## src/rtl/alu_arbiter.sv

```systemverilog
// alu_arbiter: round-robin sharing of one combinational ALU between two valid/ready requesters.
// Optional macro ALU_ARB_STATS_EN adds grant_cnt0/grant_cnt1/err_cnt statistics outputs.
module alu_arbiter #(
  parameter int WIDTH = 32,
  parameter int OPW = 4,
  parameter int TAGW = 4
) (
  input  logic             clk,
  input  logic             reset,
  input  logic             req0_valid,
  output logic             req0_ready,
  input  logic [WIDTH-1:0] req0_a,
  input  logic [WIDTH-1:0] req0_b,
  input  logic [OPW-1:0]   req0_op,
  input  logic [TAGW-1:0]  req0_tag,
  input  logic             req1_valid,
  output logic             req1_ready,
  input  logic [WIDTH-1:0] req1_a,
  input  logic [WIDTH-1:0] req1_b,
  input  logic [OPW-1:0]   req1_op,
  input  logic [TAGW-1:0]  req1_tag,
  output logic [WIDTH-1:0] alu_a,
  output logic [WIDTH-1:0] alu_b,
  output logic [OPW-1:0]   alu_op,
  input  logic [WIDTH-1:0] alu_result,
  output logic             resp_valid,
  input  logic             resp_ready,
  output logic             resp_port,
  output logic [TAGW-1:0]  resp_tag,
  output logic [WIDTH-1:0] resp_data,
  output logic             resp_err
`ifdef ALU_ARB_STATS_EN
  ,
  output logic [31:0]      grant_cnt0,
  output logic [31:0]      grant_cnt1,
  output logic [15:0]      err_cnt
`endif
);
  typedef enum logic [1:0] {IDLE, EXEC, RESP} state_t;
  state_t state, nxt;
  logic last_grant, gnt, hs, port_q, illegal;
  logic [TAGW-1:0] tag_q;
  // on contention the port that did not win last time is chosen
  assign gnt = (req0_valid & req1_valid) ? ~last_grant : req1_valid;
  assign hs = req0_ready | req1_ready;
  assign illegal = alu_op > OPW'(7);
  always_ff @(posedge clk or posedge reset)
    if (reset) state <= IDLE;
    else state <= nxt;
  always_comb
    nxt = (state == IDLE) ? (hs ? EXEC : IDLE) :
          (state == EXEC) ? RESP :
          (resp_ready ? IDLE : RESP);
  always_comb begin
    req0_ready = ~reset & (state == IDLE) & req0_valid & ~gnt;
    req1_ready = ~reset & (state == IDLE) & req1_valid & gnt;
  end
  always_ff @(posedge clk or posedge reset)
    if (reset) begin
      alu_a <= '0;
      alu_b <= '0;
      alu_op <= '0;
      tag_q <= '0;
      port_q <= 1'b0;
      last_grant <= 1'b1;
      resp_valid <= 1'b0;
      resp_port <= 1'b0;
      resp_tag <= '0;
      resp_data <= '0;
      resp_err <= 1'b0;
    end else begin
      if (hs) begin
        alu_a <= gnt ? req1_a : req0_a;
        alu_b <= gnt ? req1_b : req0_b;
        alu_op <= gnt ? req1_op : req0_op;
        tag_q <= gnt ? req1_tag : req0_tag;
        port_q <= gnt;
        last_grant <= gnt;
      end
      if (state == EXEC) begin
        resp_valid <= 1'b1;
        resp_data <= illegal ? '0 : alu_result;
        resp_err <= illegal;
        resp_tag <= tag_q;
        resp_port <= port_q;
      end else if (state == RESP && resp_ready) resp_valid <= 1'b0;
    end
`ifdef ALU_ARB_STATS_EN
  always_ff @(posedge clk or posedge reset)
    if (reset) begin
      grant_cnt0 <= '0;
      grant_cnt1 <= '0;
      err_cnt <= '0;
    end else begin
      if (req0_ready) grant_cnt0 <= grant_cnt0 + 32'd1;
      if (req1_ready) grant_cnt1 <= grant_cnt1 + 32'd1;
      if (state == RESP && resp_ready && resp_err && err_cnt != 16'hFFFF) err_cnt <= err_cnt + 16'd1;
    end
`endif
endmodule

```

## config.mk

```make
export PLATFORM = sky130hd
export DESIGN_NAME = alu_arbiter
export DESIGN_NICKNAME = d
export VERILOG_FILES = /design/src/rtl/alu_arbiter.sv
export SDC_FILE = /design/constraint.sdc
export NUM_CORES = 1
export LEC_CHECK = 0
export CORE_MARGIN = 1.5
export CORE_UTILIZATION = 35
export CTS_BUF_LIST = sky130_fd_sc_hd__clkbuf_16
export DETAILED_ROUTE_END_ITERATION = 7
export GPL_ROUTABILITY_DRIVEN = 0
export GPL_TIMING_DRIVEN = 0
export PLACE_DENSITY = 0.79
export SLEW_MARGIN = 40
export SYNTH_ARGS = -nofsm -noshare
export SYNTH_HDL_FRONTEND = slang
export SYNTH_SLANG_ARGS = --single-unit
```

## constraint.sdc

```tcl
create_clock -name clk -period 3.1 [get_ports clk]
set_input_delay 0.31 -clock clk [delete_from_list [all_inputs] [get_ports clk]]
set_output_delay 0.31 -clock clk [all_outputs]
set_load 0.02 [all_outputs]
```

==> flow_summary.ini <==
[global_routing]
globalRouteTotalUtil_pct = 22.5
grt_pass1_wl_um = 25600
grt_start_max_net_pins = 27
antenna_found_initial = 0
grt_pass1_vias = 4901
overflow = 0

[synth]
netlist_area_mm2 = 0.00500
ys_types = 21
synth_compound_area_share_pct = 20.1
synth_top_family_by_area = compound AO/OA/AOI/OAI gates
synthMuxAreaShare_pct = 1.35
ys_ff_latch = 115
syn_inst = 422
synth_xor_area_share_pct = 0
ys_seq_area_share_pct = 57.6
synthAdderAreaFrac_pct = 0
syn_nets = 603
ys_warn_count = 0
synth-simple-area-share_pct = 16.5
synth_area_per_cell_um2 = 11.8

[setup_path]
arrival_ps = 2590
critical_path_class = reg -> out
critPathMaxStageDelay_ps = 590
cp.required_ps = 2790
cp_cell_sequence = nor3_1, nand3_1, clkbuf_1, clkbuf_2, inv_1, clkdlybuf4s50_1
reg2reg_to = alu_b[17]$_DFFE_PP0P_
ff2ff_setup_slack_ps = 1060
r2r_start = state[1]$_DFF_PP0_
r2r_cells = 5
endpoint_kind = output pin
critical_path.max_fanout = 10
startpoint_type = flip-flop
cpMaxStageDelayCell = clkdlybuf4s50_1

[pwr]
pwr-share-clk_pct = 23.4
ir_drop_v = 0.000523
p_sw_share_pct = 34.0
seq_power_share_pct = 31.2
pwr-share-comb_pct = 45.4
p_per_area_mw_per_mm2 = 922
p_leak_uw = 0.00340
switchingPower_uw = 2770
p_int_uw = 5360

[timing]
max_freq_mhz = 345
fin_crit_sh_pct = 93.6
finalHoldViolations = 0
period_needed_ps = 2900
finalSetupTns_ps = 0
setup_viol = 0
report.final.slew_viol_count = 0
slew_headroom_pct = 59.7
skew_ps = 5.35
worstMarginPinSlew_ps = 605
fin_ws_ps = 197
rsz0062_at_grt = false

[clock_tree]
numCtsBuffers = 17
post-cts-setup-buffers = 0
cts_buffer_depth = 2
cts.sinks = 115
path_clk_slew_ps = 50
cts_root_buffer = clkbuf_16
hold_buffers = 0
htree_levels = 4
clock_latency_ps = 400
cts_tree = done

[detailed_routing]
vias = 4716
drtIter0Drc = 202
viasPerCell = 5.09
dr.pass1.iters = 4
drc_errors = 0
postRouteAntennaNets = 0
wl_per_cell_um = 18.2
routed_wl_um = 16900

[die]
die_h_um = 122
pin_count = 290
rows = 43
die_w_um = 122
start_util_pct = 36.0
core_area_mm2 = 0.0139
dieArea_mm2 = 0.0150

[cells_and_area]
area_delta_synth_final_pct = 76.4
drive_gt1_share_pct = 16.1
nets = 916
design_area_mm2 = 0.00881
seqCellArea_mm2 = 0.00288
multi_input_area_mm2 = 0.00190
antenna_cells = 0
fill_cells = 1112

[status]
outcome = finished, final reports clean

[placement]
postPlaceCellArea_mm2 = 0.00824
hpwl_um = 12900
dp_slack_ps = 127
place.port_buffers = 289

[worst_hold_path]
hold_path_class = in -> async

[job]
drv_cap = 0
==> cell type report <==
type | instances | share of cell area, %
buffer | 43 | 2.37
clock buffer | 17 | 4.83
clock inverter | 14 | 1.67
inverter | 3 | 0.170
multi-input combinational | 261 | 21.5
sequential | 115 | 32.7
tap | 180 | 2.56
timing repair buffer | 294 | 34.2
==> timing repair <==
action,in CTS,in global routing
gates resized for setup,0,1
setup endpoints to repair,0,1
hold endpoints to repair,0,0
==> through the flow <==
| step | utilization, % | power, µW | hold WS [ps] | instances |
|---|---|---|---|---|
| after floorplan | - | 4400 | 443 | 422 |
| after global placement | 58.5 | 6150 | 461 | 891 |
| after detailed placement | 59.4 | 6260 | 471 | 896 |
| after CTS | 63.5 | 8200 | 326 | 927 |
| after global routing | 63.5 | 8570 | 354 | 927 |
| final | 63.5 | 8130 | 326 | 927 |
==> state kept, by name, indices dropped and copies added, names as in the netlist <==
signal,cells
state,2
alu_a,32
resp_port,1
alu_b,32
resp_err,1
resp_tag,4
port_q,1
resp_data,32
last_grant,1
resp_valid,1
alu_op,4
tag_q,4
==> logic make-up (layout without fill, tap and decap cells) <==
family	Yosys count	in the layout
and+or+nand+nor	146	146
AOI/OAI and AO/OA	109	109
muxes	6	6
buffers and inverters	46	371
DFF	115	115
==> cells in the final DEF (no fill, tap or decap), types with 2 or more instances in the layout <==
| master | synthesis | final |
|---|---|---|
| buf_6 | 6 | 6 |
| dfrtp_1 | 114 | 114 |
| buf_1 | 8 | 7 |
| a21oi_1 | 2 | 2 |
| clkbuf_16 | 0 | 17 |
| buf_12 | 0 | 2 |
| clkinvlp_4 | 0 | 3 |
| clkinv_1 | 0 | 3 |
| inv_1 | 3 | 4 |
| bufinv_16 | 0 | 3 |
| nand2_1 | 36 | 36 |
| clkinv_2 | 0 | 3 |
| o21ai_0 | 32 | 32 |
| clkbuf_1 | 28 | 28 |
| o221a_2 | 72 | 72 |
| clkdlybuf4s50_1 | 0 | 289 |
| or3_1 | 72 | 72 |
| mux2_2 | 6 | 6 |
| o21a_1 | 2 | 2 |
| buf_16 | 0 | 3 |
| nand2b_1 | 33 | 33 |
==> synthesized netlist by cell type <==
| master | number | area share, % |
|---|---|---|
| dfrtp_1 | 114 | 57 |
| clkbuf_1 | 28 | 2.1 |
| a22o_1 | 1 | 0.18 |
| or4b_4 | 1 | 0.28 |
| nand2_1 | 36 | 2.7 |
| a21oi_1 | 2 | 0.20 |
| nor2b_1 | 1 | 0.13 |
| buf_1 | 8 | 0.60 |
| inv_1 | 3 | 0.23 |
| nor3_1 | 1 | 0.10 |
| o221a_2 | 72 | 16 |
| or3_1 | 72 | 9.0 |
| buf_6 | 6 | 1.4 |
| mux2_2 | 6 | 1.4 |
| nand3_1 | 1 | 0.10 |
| nor2_1 | 1 | 0.075 |
| o21a_1 | 2 | 0.30 |
| dfstp_2 | 1 | 0.53 |
| o21ai_0 | 32 | 3.2 |
| nand2b_1 | 33 | 4.1 |
| buf_2 | 1 | 0.10 |
==> worst max path at each step <==
| stage | from | endpoint | slack [ps] | depth (start not counted) |
|---|---|---|---|---|
| after CTS | last_grant$_DFFE_PP1P_ | req1_ready | 110 | 6 |
| after global placement | reset | req1_ready | 190 | 7 |
| after detailed placement | reset | req1_ready | 130 | 7 |
| final | state[1]$_DFF_PP0_ | req1_ready | 200 | 6 |
| after floorplan | state[0]$_DFF_PP0_ | tag_q[3]$_DFFE_PP0P_ | 1320 | 5 |
| after global routing | state[1]$_DFF_PP0_ | req1_ready | 20 | 6 |
==> layer usage <==
metal	vias up	share of wire, %	GRT usage (%)	routed length [µm]
met1	2251	39	26.0	6570
li1	2211	-	-	-
met3	32	8.0	7.30	1350
met4	0	2.6	8.72	442
met2	222	50	38.8	8520
met5	-	0	0	0
==> power groups by stage <==
stage / sequential, µW / clock, µW / combinational [µW]
final: 2530 / 1910 / 3690
after global placement: 2520 / 0 / 3630
after CTS: 2530 / 1940 / 3730
after detailed placement: 2540 / 0 / 3720
after global routing: 2610 / 2030 / 3930
after floorplan: 3200 / 0 / 1200
==> worst max-delay path, delay by kind of cell, from the launching register on <==
kind | cells | cell delay [ps]
flops | 1 | 430
buf+inv | 4 | 1280
simple gates | 2 | 470
No activity file was read; power rests on OpenSTA's default activity.
